## config.mk

```make
export PLATFORM = sky130hd
export DESIGN_NAME = cfs_md_rx_packer_flat
export DESIGN_NICKNAME = d
export VERILOG_FILES = /design/src/rtl/cfs_md_rx_packer_pkg.sv /design/src/rtl/cfs_md_rx_packer_if.sv /design/src/rtl/cfs_md_rx_packer_sat_counter.sv /design/src/rtl/cfs_md_rx_packer.sv /design/src/flat_wrapper.sv
export SDC_FILE = /design/constraint.sdc
export NUM_CORES = 1
export LEC_CHECK = 0
export CORE_MARGIN = 5
export CORE_UTILIZATION = 35
export DETAILED_ROUTE_END_ITERATION = 12
export HOLD_SLACK_MARGIN = 0.12
export PLACE_DENSITY = 0.58
export SYNTH_ARGS = -nofsm -noshare
export SYNTH_HDL_FRONTEND = slang
export SYNTH_SLANG_ARGS = --single-unit
```

## constraint.sdc

```tcl
create_clock -name clk -period 4.2 [get_ports clk]
set_input_delay 0.42 -clock clk [delete_from_list [all_inputs] [get_ports clk]]
set_output_delay 0.42 -clock clk [all_outputs]
set_load 0.01 [all_outputs]
```

## src/rtl/cfs_md_rx_packer_pkg.sv

```systemverilog
// Shared types and width helpers for the MD RX byte packer.
//   state_e   : packer FSM states (FILL collects bytes, SEND presents a beat)
//   BYTE_W    : width of one byte lane / of the input byte stream
//   offset_w(): lane-index width, max(1, clog2(DW/8))
//   size_w()  : beat byte-count width, clog2(DW/8)+1
//   retry_w() : width of a counter that must reach n
package cfs_md_rx_packer_pkg;

  localparam int unsigned BYTE_W = 8;

  typedef enum logic {
    FILL = 1'b0,
    SEND = 1'b1
  } state_e;

  function automatic int unsigned offset_w(input int unsigned dw);
    return (dw / BYTE_W > 1) ? $clog2(dw / BYTE_W) : 1;
  endfunction

  function automatic int unsigned size_w(input int unsigned dw);
    return $clog2(dw / BYTE_W) + 1;
  endfunction

  function automatic int unsigned retry_w(input int unsigned n);
    return (n == 0) ? 1 : $clog2(n + 1);
  endfunction

endpackage

```

## src/rtl/cfs_md_rx_packer_if.sv

```systemverilog
// Byte-stream input and MD beat output of the packer, bundled as one interface.
//   in_valid/in_data/in_last/in_ready : byte source handshake
//   md_valid/md_data/md_offset/md_size: MD beat towards the aligner
//   md_ready/md_err                   : aligner response
// Modports: master = packer side (drives MD beats), slave = byte source / aligner side.
interface cfs_md_rx_packer_if #(
  parameter int unsigned DW = 32
) ();
  import cfs_md_rx_packer_pkg::*;

  localparam int unsigned OFFSET_W = offset_w(DW);
  localparam int unsigned SIZE_W   = size_w(DW);

  logic                in_valid;
  logic [BYTE_W-1:0]   in_data;
  logic                in_last;
  logic                in_ready;
  logic                md_valid;
  logic [DW-1:0]       md_data;
  logic [OFFSET_W-1:0] md_offset;
  logic [SIZE_W-1:0]   md_size;
  logic                md_ready;
  logic                md_err;

  modport master (
    input  in_valid, in_data, in_last, md_ready, md_err,
    output in_ready, md_valid, md_data, md_offset, md_size
  );

  modport slave (
    output in_valid, in_data, in_last, md_ready, md_err,
    input  in_ready, md_valid, md_data, md_offset, md_size
  );

endinterface

```

## src/rtl/cfs_md_rx_packer_sat_counter.sv

```systemverilog
// cfs_sat_counter: saturating up-counter, synchronous clear has priority over increment.
//   clk, rst_n : clock, async active-low reset
//   inc        : count one event
//   clr        : clear to zero (wins over inc)
//   cnt        : registered count, sticks at all-ones
module cfs_sat_counter #(
  parameter int unsigned W = 8
) (
  input  logic         clk,
  input  logic         rst_n,
  input  logic         inc,
  input  logic         clr,
  output logic [W-1:0] cnt
);

  always_ff @(posedge clk or negedge rst_n) begin
    if (!rst_n) begin
      cnt <= '0;
    end else if (clr) begin
      cnt <= '0;
    end else if (inc && (cnt != '1)) begin
      cnt <= cnt + W'(1);
    end
  end

endmodule

```

## src/rtl/cfs_md_rx_packer.sv

```systemverilog
// cfs_md_rx_packer: packs an 8-bit byte stream into MD beats (data/offset/size).
// A packet starts at lane cfg_offset; a beat closes when its top lane fills or on
// in_last, and is presented on md_* the next cycle until md_ready.
// Ports:
//   clk, reset_n : clock, async active-low reset
//   cfg_offset   : start lane of next packet, sampled on its first accepted byte
//   clr_cnt_err  : synchronous clear of cnt_err
//   cnt_err      : saturating count of handshakes with md_err=1
//   bus          : byte stream in / MD beat out (cfs_md_rx_packer_if.master)
// Optional feature: define CFS_MD_RX_PACKER_RETRY_EN to re-present an errored beat
// up to MAX_RETRY times before dropping it; otherwise it is dropped after one try.
module cfs_md_rx_packer
  import cfs_md_rx_packer_pkg::*;
#(
  parameter int unsigned ALGN_DATA_WIDTH = 32,
  parameter int unsigned CNT_ERR_WIDTH   = 8,
  parameter int unsigned MAX_RETRY       = 3
) (
  input  logic                                  clk,
  input  logic                                  reset_n,
  input  logic [offset_w(ALGN_DATA_WIDTH)-1:0]  cfg_offset,
  input  logic                                  clr_cnt_err,
  output logic [CNT_ERR_WIDTH-1:0]              cnt_err,
  cfs_md_rx_packer_if.master                    bus
);

  localparam int unsigned NB       = ALGN_DATA_WIDTH / BYTE_W;
  localparam int unsigned OFFSET_W = offset_w(ALGN_DATA_WIDTH);
  localparam int unsigned SIZE_W   = size_w(ALGN_DATA_WIDTH);
  localparam int unsigned RETRY_W  = retry_w(MAX_RETRY);
`ifdef CFS_MD_RX_PACKER_RETRY_EN
  localparam int unsigned RETRY_LIM = MAX_RETRY;
`else
  localparam int unsigned RETRY_LIM = 0;
`endif

  state_e              state;
  logic [OFFSET_W-1:0] ptr;
  logic [OFFSET_W-1:0] beat_off;
  logic                first;
  logic [RETRY_W-1:0]  retry_cnt;

  logic [OFFSET_W-1:0] lane_c;
  logic [OFFSET_W-1:0] start_c;
  logic                accept_c;
  logic                close_c;
  logic                hs_c;
  logic                retire_c;

  // The first byte of a packet goes to cfg_offset; later beats of it start at lane 0.
  assign accept_c = bus.in_valid & bus.in_ready;
  assign lane_c   = first ? cfg_offset : ptr;
  assign start_c  = first ? cfg_offset : beat_off;
  assign close_c  = bus.in_last | (lane_c == OFFSET_W'(NB - 1));
  assign hs_c     = bus.md_valid & bus.md_ready;
  // A beat leaves SEND when accepted, or when its error retries are used up.
  assign retire_c = ~bus.md_err | (retry_cnt == RETRY_W'(RETRY_LIM));

  // Packer FSM and beat register.
  always_ff @(posedge clk or negedge reset_n) begin
    if (!reset_n) begin
      state         <= FILL;
      ptr           <= '0;
      beat_off      <= '0;
      first         <= 1'b1;
      retry_cnt     <= '0;
      bus.in_ready  <= 1'b0;
      bus.md_valid  <= 1'b0;
      bus.md_data   <= '0;
      bus.md_offset <= '0;
      bus.md_size   <= '0;
    end else begin
      case (state)
        FILL: begin
          bus.in_ready <= 1'b1;
          if (accept_c) begin
            for (int unsigned i = 0; i < NB; i++) begin
              if (lane_c == OFFSET_W'(i)) begin
                bus.md_data[BYTE_W*i +: BYTE_W] <= bus.in_data;
              end
            end
            bus.md_offset <= start_c;
            bus.md_size   <= SIZE_W'(lane_c) - SIZE_W'(start_c) + SIZE_W'(1);
            if (close_c) begin
              state        <= SEND;
              bus.in_ready <= 1'b0;
              bus.md_valid <= 1'b1;
              ptr          <= '0;
              beat_off     <= '0;
              first        <= bus.in_last;
            end else begin
              ptr      <= lane_c + OFFSET_W'(1);
              beat_off <= start_c;
              first    <= 1'b0;
            end
          end
        end
        SEND: begin
          if (hs_c) begin
            if (retire_c) begin
              state         <= FILL;
              bus.in_ready  <= 1'b1;
              bus.md_valid  <= 1'b0;
              bus.md_data   <= '0;
              bus.md_offset <= '0;
              bus.md_size   <= '0;
              retry_cnt     <= '0;
            end else begin
              retry_cnt <= retry_cnt + RETRY_W'(1);
            end
          end
        end
        default: state <= FILL;
      endcase
    end
  end

  // Error handshake counter; clear beats a simultaneous error.
  cfs_sat_counter #(
    .W (CNT_ERR_WIDTH)
  ) u_cnt_err (
    .clk   (clk),
    .rst_n (reset_n),
    .inc   (hs_c & bus.md_err),
    .clr   (clr_cnt_err),
    .cnt   (cnt_err)
  );

endmodule

```

## src/flat_wrapper.sv

```systemverilog
// flat-port wrapper written by rule: the top's interface ports become plain ports
module cfs_md_rx_packer_flat import cfs_md_rx_packer_pkg::*;
#(
  parameter int unsigned ALGN_DATA_WIDTH = 32,
  parameter int unsigned CNT_ERR_WIDTH   = 8,
  parameter int unsigned MAX_RETRY       = 3
)
  (clk, reset_n, cfg_offset, clr_cnt_err, cnt_err, bus_in_valid, bus_in_data, bus_in_last, bus_md_ready, bus_md_err, bus_in_ready, bus_md_valid, bus_md_data, bus_md_offset, bus_md_size);
  cfs_md_rx_packer_if #(.DW((32))) bus_i ();
  input  logic clk;
  input  logic reset_n;
  input  logic [offset_w(ALGN_DATA_WIDTH)-1:0] cfg_offset;
  input  logic clr_cnt_err;
  output logic [CNT_ERR_WIDTH-1:0] cnt_err;
  input wire logic [$bits(bus_i.in_valid)-1:0] bus_in_valid;
  input wire logic [$bits(bus_i.in_data)-1:0] bus_in_data;
  input wire logic [$bits(bus_i.in_last)-1:0] bus_in_last;
  input wire logic [$bits(bus_i.md_ready)-1:0] bus_md_ready;
  input wire logic [$bits(bus_i.md_err)-1:0] bus_md_err;
  output wire logic [$bits(bus_i.in_ready)-1:0] bus_in_ready;
  output wire logic [$bits(bus_i.md_valid)-1:0] bus_md_valid;
  output wire logic [$bits(bus_i.md_data)-1:0] bus_md_data;
  output wire logic [$bits(bus_i.md_offset)-1:0] bus_md_offset;
  output wire logic [$bits(bus_i.md_size)-1:0] bus_md_size;
  assign bus_i.in_valid = bus_in_valid;
  assign bus_i.in_data = bus_in_data;
  assign bus_i.in_last = bus_in_last;
  assign bus_i.md_ready = bus_md_ready;
  assign bus_i.md_err = bus_md_err;
  assign bus_in_ready = bus_i.in_ready;
  assign bus_md_valid = bus_i.md_valid;
  assign bus_md_data = bus_i.md_data;
  assign bus_md_offset = bus_i.md_offset;
  assign bus_md_size = bus_i.md_size;
  cfs_md_rx_packer #(.ALGN_DATA_WIDTH(ALGN_DATA_WIDTH), .CNT_ERR_WIDTH(CNT_ERR_WIDTH), .MAX_RETRY(MAX_RETRY)) u_core (.clk(clk), .reset_n(reset_n), .cfg_offset(cfg_offset), .clr_cnt_err(clr_cnt_err), .cnt_err(cnt_err), .bus(bus_i));
endmodule
```

# After elaboration in Yosys (flattened, before gate mapping)
# Index checks and enable logic that the tools add are counted.
# word_totals
reg_bits,55
inputBits,17
output_inout_bits,47
wordCells,90
# classes
n_addsub,5
eq_ne,12
n_mux,39
bitwise_logic,7
n_reduce_logical,13
# ops
operator,count
32-bit 2-to-1 mux,3
32-bit case mux with 2 select lines,1
8-bit 2-to-1 mux,6
4-bit AND reduction,5
2-bit 2-to-1 mux,8
1-bit 2-to-1 mux,13
2-bit by 1-bit != test with 1-bit output (second input constant),6
3-bit 2-to-1 mux,3
8-bit by 1-bit adder with 8-bit output (second input constant),1
8-bit != test (second input constant),1
1-bit case mux with 2 select lines,3
3-bit case mux with 2 select lines,1
2-bit AND reduction,3
2-bit by 1-bit adder with 2-bit output (second input constant),2
2-bit equality test (second input constant),2
2-bit zero test,2
2-bit != test (second input constant),2
2-bit case mux with 2 select lines,1
3-bit by 1-bit adder with 3-bit output (second input constant),1
1-bit bitwise AND,3
3-bit AND reduction,1
2-bit by 2-bit subtractor with 3-bit output,1
2-bit by 1-bit equality test with 1-bit output (second input constant),1
1-bit inverter,2
3 further kinds,4

# Longest topological paths before layout
# Gate-level depths: netlist of run 1.
# logic_depth
ltp_word,6
mapped_depth,9
depth_no_buf,8

# Modules after synthesis
# A second synthesis of run 1 with hierarchy kept.
# hier_totals
cells_unflattened,243
area_unflattened_um2,2598.7
# modules_own_cells
module,n_inst,cells_per_inst,area_per_inst_um2,seq_area_each_um2
cfs_md_rx_packer,1,194,2134.5,1177.4
cfs_sat_counter,1,49,464.2,200.2

# Least setup slack after synthesis of run 1
# OpenSTA, ideal clock, no wires.
# synth_timing
kind,reg-to-reg
start,register u_core.first
end,register u_core.bus.md_data[24]
setup_ns,0.127
arrival_ns,1.803
required_time_ns,4.073
path_slack_ns,2.270
stages_incl_launch_ff,7
n_path_buf,1
period_less_slack_ns,1.930
cell_sequence,dfstp_2 > mux2_2 > ha_1 > and4b_1 > o21ai_2 > buf_2 > o21ai_0
# synth_between
elab_chain_cells,4
# synth_rtl
item,line_no,rtl
from (decl),cfs_md_rx_packer.sv:40,logic first;
from (signal assigned),cfs_md_rx_packer.sv:90,first <= bus.in_last;
2-bit 2-to-1 mux,cfs_md_rx_packer.sv:52,assign lane_c = first ? cfg_offset : ptr;
2-bit equality test,cfs_md_rx_packer.sv:78,if (lane_c == OFFSET_W'(i)) begin
2-bit by 1-bit != test with 1-bit output (no source line),-,
4-bit AND reduction (no source line),-,
"to (signal, indexed assignment)",cfs_md_rx_packer.sv:79,bus.md_data[BYTE_W*i +: BYTE_W] <= bus.in_data;
to (decl),cfs_md_rx_packer_if.sv:27,"output in_ready, md_valid, md_data, md_offset, md_size"
# Every way passes these cells.
# A chain may end at the register's enable or synchronous reset.

# Worst setup path after layout of run 1
# layout_timing
start,register u_core.first
end,register u_core.bus.md_data[9]
# layout_between
elab_chain_cells,4
# layout_rtl
item,line_no
2-bit 2-to-1 mux,cfs_md_rx_packer.sv:52
2-bit by 1-bit equality test with 1-bit output,cfs_md_rx_packer.sv:78
2-bit by 1-bit != test with 1-bit output (no source line),-
4-bit AND reduction (no source line),-
# Every way passes these cells.

==> results of run 1 <==
## critical path, cell delays in order (launching register included)
cell     delay [ps]
dfstp_2         610
mux2_2          400
ha_1            210
and4b_1         180
o21ai_2         510
o21ai_0         190
## layout by cell type, fill, tap and decap left out, types with 5 or more instances in the layout
cell	instances
nand2b_1	9
o21ai_2	5
nor2_1	11
dfrtp_1	54
a22o_1	6
clkbuf_8	5
nand2_1	42
ha_1	9
clkdlybuf4s50_1	62
o21ai_0	39
inv_1	9
## stage by stage
| stage | utilization | cells | total power [mW] | setup slack, ps | cell area, um^2 |
|---|---|---|---|---|---|
| floorplan | - | 235 | 1.33 | 2270 | 2430 |
| global placement | 0.461 | 386 | 1.76 | 1770 | 3130 |
| detailed placement | 0.461 | 386 | 1.78 | 1760 | 3130 |
| CTS | 0.477 | 395 | 2.10 | 1930 | 3240 |
| global route | 0.477 | 395 | 2.26 | 1740 | 3240 |
| finish | 0.477 | 395 | 2.06 | 1960 | 3240 |
## cell families (layout without fill, tap and decap cells)
| group | after synthesis | count (layout) | share of synthesized area |
|---|---|---|---|
| DFF | 55 | 55 | 0.566 |
| buffers and inverters | 18 | 82 | 0.0360 |
| xor gates and xnor gates | 4 | 4 | 0.0144 |
| and+or+nand+nor | 83 | 83 | 0.164 |
| AOI/OAI and AO/OA | 61 | 61 | 0.152 |
| muxes | 5 | 5 | 0.0211 |
| adders and majority gates | 9 | 9 | 0.0463 |
## power groups by stage
stage               clock [mW]  combinational (mW)  sequential, mW
finish                   0.315               0.895           0.850
global route             0.352                1.02           0.883
CTS                      0.323               0.918           0.855
detailed placement           0               0.917           0.864
global placement             0               0.899           0.865
floorplan                    0               0.425           0.904
## cell type report
class | instances | area, um^2
clock buffers | 5 | 68.8
clock inverters | 3 | 28.8
fillers | 657 | 3550
inverters | 9 | 33.8
multi-input cells | 162 | 967
flip-flops and latches | 55 | 1380
well taps | 96 | 120
repair buffers | 65 | 643
## metal layers
metal  track usage  part of all wire  up-vias
li1              -                 -      929
met1         0.184              0.47      864
met2         0.219              0.47       37
met3        0.0402             0.054        5
met4        0.0317            0.0092        0
met5             0                 0        -
## final timing paths
kind	startpoint	end	slack [ps]	cells after the start
worst min-delay path	u_core.bus.md_data[27]	u_core.bus.md_data[27]	490	2
worst max register to register	u_core.first	u_core.bus.md_data[9]	1960	5
min in group asynchronous	reset_n	u_core.bus.md_data[7]	590	2
max in group asynchronous	reset_n	u_core.bus.md_data[16]	2770	3
worst max-delay path	u_core.first	u_core.bus.md_data[9]	1960	5
worst min register to register	u_core.bus.md_data[27]	u_core.bus.md_data[27]	490	2
## sequential cells by signal, indices dropped and copies added (netlist names)
register              flops
u_core.bus.md_data       32
u_core.u_cnt_err.cnt      8
u_core.bus.md_size        3
u_core.beat_off           2
u_core.bus.md_offset      2
u_core.ptr                2
u_core.retry_cnt          2
u_core.bus.in_ready       1
u_core.bus.md_valid       1
u_core.first              1
u_core.state              1
==> metrics.yaml, run 1 <==
yosysUniqueCellTypes: 38
ys_top_cells_by_area: "dfrtp_1, o21ai_0, nand2_1"
cts_root_buf: "clkbuf_8"
wire_per_inst_um: 14.0
comb_power_share: 0.435
rsz0062_at_grt: "false"
cts_resized: 0
drive_above_1_share: 0.0635
grt_pass1_wl_mm: 9.44
yosys-top-cells-count: "dfrtp_1, nand2_1, o21ai_0, nor2_1"
ant_nets: 0
tightestPinTransition_ps: 636
clk_pin_slew_ps: 110
die_area_um2: 8720
yosysMostFrequentCell: "dfrtp_1"
vias: 1835
overflow: 0
numCtsBuffers: 5
p_seq_frac: 0.413
worstSetupPathType: "flop to flop"
holdWs_ps: 487
synth_edf_count: 0
drt_iter0_markers: 84
h-tree-depth: 2
hold_viol_final: 0
peakVddDrop_mv: 0.278
finalMaxSlewViolations: 0
die_y_um: 93.4
critical_path_peak_fanout: 16
drc: 0
dp_hpwl_mm: 4.10
cp-start-kind: "flop"
num_antenna_cells: 0
yosys_warnings: 0
start_util: 0.358
core_region_area_um2: 6790
vias_per_cell: 4.65
timing.final.crit_share: 0.533
synth_top_area_cell: "dfrtp_1"
power_switching_mw: 0.757
clock_sinks: 55
boundaryPins: 64
netlist_area_um2: 2430
die_x_um: 93.4
synth-seq-area-share: 0.566
groute.usage.overall: 0.137
gp_congestion: 0.817
p_clk_frac: 0.153
synth_nets: 261
grt_pass1_vias: 1899
rows: 30
post-route-min-period_ps: 2240
power_density_nw_per_um2: 636
postCtsSetupRepairBufs: 0
clk_path_buf_depth: 2
io_buffer_count: 63
routed_wl_mm: 5.52
fin_nets: 324
syn_area_per_cell_um2: 10.4
relSlewSlack: 0.576
setup_viol: 0
swShare: 0.368
holdCritPathClass: "flop to flop"
status: "finished, final reports clean"
p_int_mw: 1.30
clock_latency_ps: 320
ys.flop_type: "dfrtp_1"
synthToLayoutAreaGrowth_pct: 33.2
postCtsHoldBufs: 1
required_ps: 4360
synth_top_area_frac: 0.556
netlist_instances: 235
power_leakage_nw: 1.48
arrival_ps: 2400
clock_skew_ps: 10.6
first_pass_iters: 4
grt_max_degree: 36
fmax_ghz: 0.447
fin_tns_setup_ps: 0
antenna_found_initial: 0
endpoint_kind: "flop"
synthArstFlopShare: 1.00
ys_seq_elements: 55
cts_tree: "built"
maxCapViolCount: 0
Power figures use the tool's default switching activity.
==> run 2: changes to the inputs <==
==> constraint.sdc (replaced) <==
create_clock -name clk -period 2.3 [get_ports clk]
set_input_delay 0.23 -clock clk [delete_from_list [all_inputs] [get_ports clk]]
set_output_delay 0.23 -clock clk [all_outputs]
set_load 0.01 [all_outputs]
==> metrics.yaml, run 2 (synthesized netlist as in run 1, its figures left out) <==
power_leakage_nw: 1.50  # was 1.48 nW
wire_per_inst_um: 13.6  # was 14.0 um
clk_path_buf_depth: 2  # unchanged
rsz0062_at_grt: "false"  # unchanged
regMostFlops: "u_core.bus.md_data"  # unchanged
postCtsHoldBufs: 1  # unchanged
crit_family: "flip-flops"  # was compound AO/OA/AOI/OAI gates
final_cells: 400  # was 395
fin_area_um2: 3270  # was 3240 um^2
clock_sinks: 55  # unchanged
finalPower_mw: 3.78  # was 2.06 mW
grt_pass1_wl_mm: 9.24  # was 9.44 mm
holdCritPathClass: "flop to flop"  # unchanged
post-route-util: 0.481  # was 0.477
power_density_nw_per_um2: 1160  # was 636 nW/um^2
first_pass_iters: 4  # unchanged
die_x_um: 93.4  # unchanged
place_area_um2: 3170  # was 3130 um^2
layout_common_cells: "clkdlybuf4s50_1, dfrtp_1, nand2_1, o21ai_0, nor2_1"  # unchanged
gp_congestion: 0.815  # was 0.817
start_util: 0.358  # unchanged
fillCellCount: 644  # was 657
cp-start-kind: "flop"  # unchanged
groute.usage.overall: 0.135  # was 0.137
critical_path_peak_fanout: 16  # unchanged
setup_viol: 0  # unchanged
die_area_um2: 8720  # unchanged
fin_nets: 329  # was 324
drive_above_1_share: 0.0789  # was 0.0635
h-tree-depth: 2  # unchanged
peakVddDrop_mv: 0.460  # was 0.278 mV
reg_top3: "u_core.bus.md_data x32, u_core.u_cnt_err.cnt x8, u_core.bus.md_size x3"  # unchanged
worstSetupPathType: "flop to flop"  # unchanged
drt_iter0_markers: 77  # was 84
numCtsBuffers: 5  # unchanged
routed_wl_mm: 5.44  # was 5.52 mm
required_ps: 2510  # was 4360 ps
max_stage_delay_ps: 600  # was 610 ps
io_buffer_count: 63  # unchanged
endpoint_kind: "flop"  # unchanged
dp.cells: 391  # was 386
relSlewSlack: 0.534  # was 0.576
num_antenna_cells: 0  # unchanged
tightestPinTransition_ps: 699  # was 636 ps
drc: 0  # unchanged
post-place-ws_ps: 318  # was 1760 ps
critPathBufInv: 1  # was 0
postCtsSetupRepairBufs: 0  # unchanged
core_region_area_um2: 6790  # unchanged
timing.final.crit_share: 0.851  # was 0.533
crit_cells: 7  # was 5
vias_per_cell: 4.64  # was 4.65
rows: 30  # unchanged
die_y_um: 93.4  # unchanged
boundaryPins: 64  # unchanged
cts_tree: "built"  # unchanged
hold_viol_final: 0  # unchanged
grt_pass1_vias: 1850  # was 1,899
holdWs_ps: 488  # was 487 ps
clock_skew_ps: 14.0  # was 10.6 ps
grt_max_degree: 56  # was 36
cts_resized: 0  # unchanged
clock_latency_ps: 310  # was 320 ps
arrival_ps: 2170  # was 2400 ps
cts_root_buf: "clkbuf_8"  # unchanged
status: "finished, final reports clean"  # unchanged
final_common_cell: "clkdlybuf4s50_1"  # unchanged
post-route-min-period_ps: 1960  # was 2240 ps
setup_slack_ps: 344  # was 1960 ps
finalMaxSlewViolations: 0  # unchanged
ant_nets: 0  # unchanged
fin_tns_setup_ps: 0  # unchanged
overflow: 0  # unchanged
hold_depth: 2  # unchanged
antenna_found_initial: 0  # unchanged
worst-r2r-cell-count: 7  # was 5
dp_hpwl_mm: 4.07  # was 4.10 mm
fmax_ghz: 0.511  # was 0.447 GHz
vias: 1857  # was 1,835
worstPathCellList: "mux2_2 > ha_1 > and4b_1 > o21ai_2 > buf_4 > nand2_1 > o21ai_0"  # was mux2_2 > ha_1 > and4b_1 > o21ai_2 > o21ai_0
clk_pin_slew_ps: 110  # about the same
largest_register_ffs: 32  # unchanged
synthToLayoutAreaGrowth_pct: 34.5  # was 33.2%
cpMaxStageDelayCell: "dfstp_2"  # unchanged
maxCapViolCount: 0  # unchanged
==> run 2: metal layers <==
metal | up-vias | part of all wire | global-route usage
li1 | 942 | - | -
met1 | 871 | 0.45 | 0.176
met2 | 40 | 0.48 | 0.216
met3 | 4 | 0.054 | 0.0370
met4 | 0 | 0.013 | 0.0476
met5 | - | 0 | 0
==> run 2: final timing paths <==
check	start	to	slack (ps)
setup / recovery	u_core.first	u_core.bus.md_data[8]	340
hold / removal	u_core.bus.md_data[31]	u_core.bus.md_data[31]	490
setup reg to reg	u_core.first	u_core.bus.md_data[8]	340
hold reg to reg	u_core.bus.md_data[31]	u_core.bus.md_data[31]	490
max in group asynchronous	reset_n	u_core.bus.md_offset[0]	1250
min in group asynchronous	reset_n	u_core.u_cnt_err.cnt[4]	560
==> run 2: cell type report <==
class | instances | area [um^2] | share of cell area
clock buffers | 5 | 68.8 | 0.0210
clock inverters | 3 | 22.5 | 0.00689
inverters | 9 | 33.8 | 0.0103
multi-input cells | 162 | 967 | 0.296
flip-flops and latches | 55 | 1380 | 0.421
well taps | 96 | 120 | 0.0367
repair buffers | 70 | 681 | 0.208
==> run 2: worst min-delay path: cells and delay by family (launching register included) <==
| family | cells | cell delay (ps) |
|---|---|---|
| simple gates | 1 | 50 |
| flops | 1 | 350 |
| compound gates | 1 | 60 |
==> run 2: report_power, final <==
| part | switching (mW) | internal, mW |
|---|---|---|
| clock | 0.321 | 0.219 |
| combinational | 0.811 | 0.881 |
| sequential | 0.237 | 1.32 |
| total | 1.37 | 2.42 |
==> run 3: changes to the inputs <==
--- a/config.mk
+++ b/config.mk
@@ -5,11 +5,14 @@
 export SDC_FILE = /design/constraint.sdc
 export NUM_CORES = 1
 export LEC_CHECK = 0
+export ABC_AREA = 1
+export ABC_CLOCK_PERIOD_IN_PS = 2300
 export CORE_MARGIN = 5
 export CORE_UTILIZATION = 35
+export CTS_BUF_LIST = sky130_fd_sc_hd__clkbuf_16
 export DETAILED_ROUTE_END_ITERATION = 12
 export HOLD_SLACK_MARGIN = 0.12
-export PLACE_DENSITY = 0.58
+export PLACE_DENSITY = 0.57
 export SYNTH_ARGS = -nofsm -noshare
 export SYNTH_HDL_FRONTEND = slang
 export SYNTH_SLANG_ARGS = --single-unit
==> metrics.yaml, run 3 <==
status: "finished, final reports clean"  # unchanged
routed_wl_mm: 6.42  # was 5.44 mm
ys.flop_type: "dfrtp_1"  # unchanged
drt_iter0_markers: 74  # was 77
die_area_um2: 9190  # was 8720 um^2
fmax_ghz: 0.520  # was 0.511 GHz
peakVddDrop_mv: 0.542  # was 0.460 mV
critical_path_peak_fanout: 9  # was 16
setup_viol: 0  # unchanged
die_x_um: 95.9  # was 93.4 um
final_common_cell: "nand2_1"  # was clkdlybuf4s50_1
fin_tns_setup_ps: 0  # unchanged
holdWs_ps: 471  # was 488 ps
reg2reg_from: "u_core.first"  # unchanged
grt_max_degree: 37  # was 56
tightestPinTransition_ps: 632  # was 699 ps
clock_latency_ps: 290  # was 310 ps
vias_per_cell: 4.77  # was 4.64
die_y_um: 95.9  # was 93.4 um
grt_pass1_vias: 2203  # was 1,850
fillCellCount: 703  # was 644
multiInputGateArea_um2: 1050  # was 967 um^2
endpoint_kind: "flop"  # unchanged
yosysMostFrequentCell: "nand2_1"  # was dfrtp_1
boundaryPins: 64  # unchanged
cp-start-kind: "flop"  # unchanged
hold_depth: 2  # unchanged
r2r_end: "u_core.bus.md_data[2]"  # was u_core.bus.md_data[8]
maxCapViolCount: 0  # unchanged
synth_edf_count: 0  # unchanged
gp_congestion: 0.824  # was 0.815
drive_above_1_share: 0.0665  # was 0.0789
first_pass_iters: 4  # unchanged
wire_per_inst_um: 14.0  # was 13.6 um
max_stage_delay_ps: 490  # was 600 ps
timing.final.crit_share: 0.836  # was 0.851
layout_common_cells: "nand2_1, clkdlybuf4s50_1, dfrtp_1, nand4_1, inv_1"  # was clkdlybuf4s50_1, dfrtp_1, nand2_1, o21ai_0, nor2_1
seqCellArea_um2: 1380  # unchanged
required_ps: 2530  # was 2510 ps
groute.usage.overall: 0.146  # was 0.135
io_buffer_count: 63  # unchanged
cts_root_buf: "clkbuf_16"  # was clkbuf_8
h-tree-depth: 2  # unchanged
rows: 31  # was 30
synthToLayoutAreaGrowth_pct: 35.6  # was 34.5%
fin_nets: 386  # was 329
power_density_nw_per_um2: 1230  # was 1160 nW/um^2
worst-r2r-cell-count: 6  # was 7
clk_pin_slew_ps: 70  # was 110 ps
postCtsSetupRepairBufs: 0  # unchanged
dp_hpwl_mm: 4.62  # was 4.07 mm
clock_skew_ps: 8.19  # was 14.0 ps
worstSetupPathType: "flop to flop"  # unchanged
core_region_area_um2: 7210  # was 6790 um^2
ys_seq_elements: 55  # unchanged
synthArstFlopShare: 1.00  # unchanged
worstPathCellList: "o21ai_0 > inv_1 > ha_1 > o21ai_2 > nand2_1 > nand2_1"  # was mux2_2 > ha_1 > and4b_1 > o21ai_2 > buf_4 > nand2_1 > o21ai_0
synth_top_area_cell: "dfrtp_1"  # unchanged
cpMaxStageDelayCell: "o21ai_0"  # was dfstp_2
crit_top_cell: "nand2_1"
relSlewSlack: 0.579  # was 0.534
num_antenna_cells: 0  # unchanged
start_util: 0.358  # about the same
antenna_found_initial: 0  # unchanged
worstHoldStart: "u_core.bus.md_data[12]"  # was u_core.bus.md_data[31]
netlist_area_um2: 2580  # was 2430 um^2
clock_sinks: 55  # unchanged
post-route-min-period_ps: 1920  # was 1960 ps
yosysUniqueCellTypes: 24  # was 38
largest_register_ffs: 32  # unchanged
yosys_warnings: 0  # unchanged
numCtsBuffers: 5  # unchanged
power_leakage_nw: 1.69  # was 1.50 nW
grt_pass1_wl_mm: 10.5  # was 9.24 mm
reg_top3: "u_core.bus.md_data x32, u_core.u_cnt_err.cnt x8, u_core.bus.md_size x3"  # unchanged
synth_top_area_frac: 0.524  # was 0.556
finalMaxSlewViolations: 0  # unchanged
cts_tree: "built"  # unchanged
ys_top_cells_by_area: "dfrtp_1, nand2_1, nand4_1"  # was dfrtp_1, o21ai_0, nand2_1
synth-seq-area-share: 0.534  # was 0.566
arrival_ps: 2150  # was 2170 ps
syn_area_per_cell_um2: 8.78  # was 10.4 um^2
rsz0062_at_grt: "false"  # unchanged
drc: 0  # unchanged
clk_path_buf_depth: 2  # unchanged
holdPathEnd: "u_core.bus.md_data[12]"  # was u_core.bus.md_data[31]
vias: 2195  # was 1,857
overflow: 0  # unchanged
regMostFlops: "u_core.bus.md_data"  # unchanged
netlist_instances: 294  # was 235
synth_nets: 320  # was 261
yosys-top-cells-count: "nand2_1, dfrtp_1, nand4_1, inv_1, nand3_1"  # was dfrtp_1, nand2_1, o21ai_0, nor2_1
hold_viol_final: 0  # unchanged
r2r_setup_slack_ps: 380  # was 340 ps
ant_nets: 0  # unchanged
holdCritPathClass: "flop to flop"  # unchanged
run 3: repair_timing:
action                                 in CTS  in global routing
setup endpoints to repair                   0                  0
hold buffers                                1                  0
endpoints found under the hold margin      23                  0
gates resized for setup                     0                  0
run 3: worst max path at each step:
stage / endpoint / cells after the start / start
6_report: u_core.bus.md_data[2] / 6 / u_core.first
3_3_place_gp: u_core.bus.md_data[1] / 8 / cfg_offset[0]
3_5_place_dp: u_core.bus.md_data[2] / 8 / cfg_offset[0]
5_1_grt: u_core.bus.md_data[2] / 6 / u_core.first
2_1_floorplan: u_core.bus.md_valid / 8 / u_core.first
4_1_cts: u_core.bus.md_data[2] / 6 / u_core.first
run 3: cell type report:
cell class	instances	share of cell area
Sequential cell	55	0.394
Multi-Input combinational cell	205	0.300
Timing Repair Buffer	70	0.198
Clock buffer	5	0.0358
Tap cell	99	0.0354
Inverter	23	0.0247
Clock inverter	3	0.0125
run 3: worst max-delay path: cells and delay by family (launching register included):
kind	cells	cell delay [ps]
flops	1	400
compound gates	2	830
fa+ha+maj	1	350
simple gates	2	160
buf+inv	1	140
run 3: metrics by stage:
stage	instance area, um^2	power [mW]	cells	utilization	setup WS (ps)
finish	3500	4.29	460	0.485	377
global route	3500	4.62	460	0.485	152
CTS	3500	4.35	460	0.485	332
detailed placement	3320	3.47	451	0.460	258
global placement	3320	3.45	451	0.460	312
floorplan	2580	2.59	294	-	458
run 3: report_power, final:
group          internal [mW]  switching [mW]
Clock                  0.514           0.349
Sequential              1.32           0.218
Combinational          0.859            1.03
Total                   2.69            1.59
run 3: cell families (layout without fill, tap and decap cells):
logic type,Yosys count,in the layout,synth area share
flops,55,55,0.534
buf+inv,34,101,0.0592
compound gates,28,28,0.0650
fa+ha+maj,9,9,0.0436
simple gates,166,166,0.291
xor+xnor,2,2,0.00679
run 3: metal layers:
layer | up-vias | part of all wire | GRT usage
met2 | 42 | 0.48 | 0.232
met1 | 1034 | 0.47 | 0.196
met3 | 4 | 0.033 | 0.0281
met4 | 0 | 0.012 | 0.0592
li1 | 1115 | - | -
met5 | - | 0 | 0
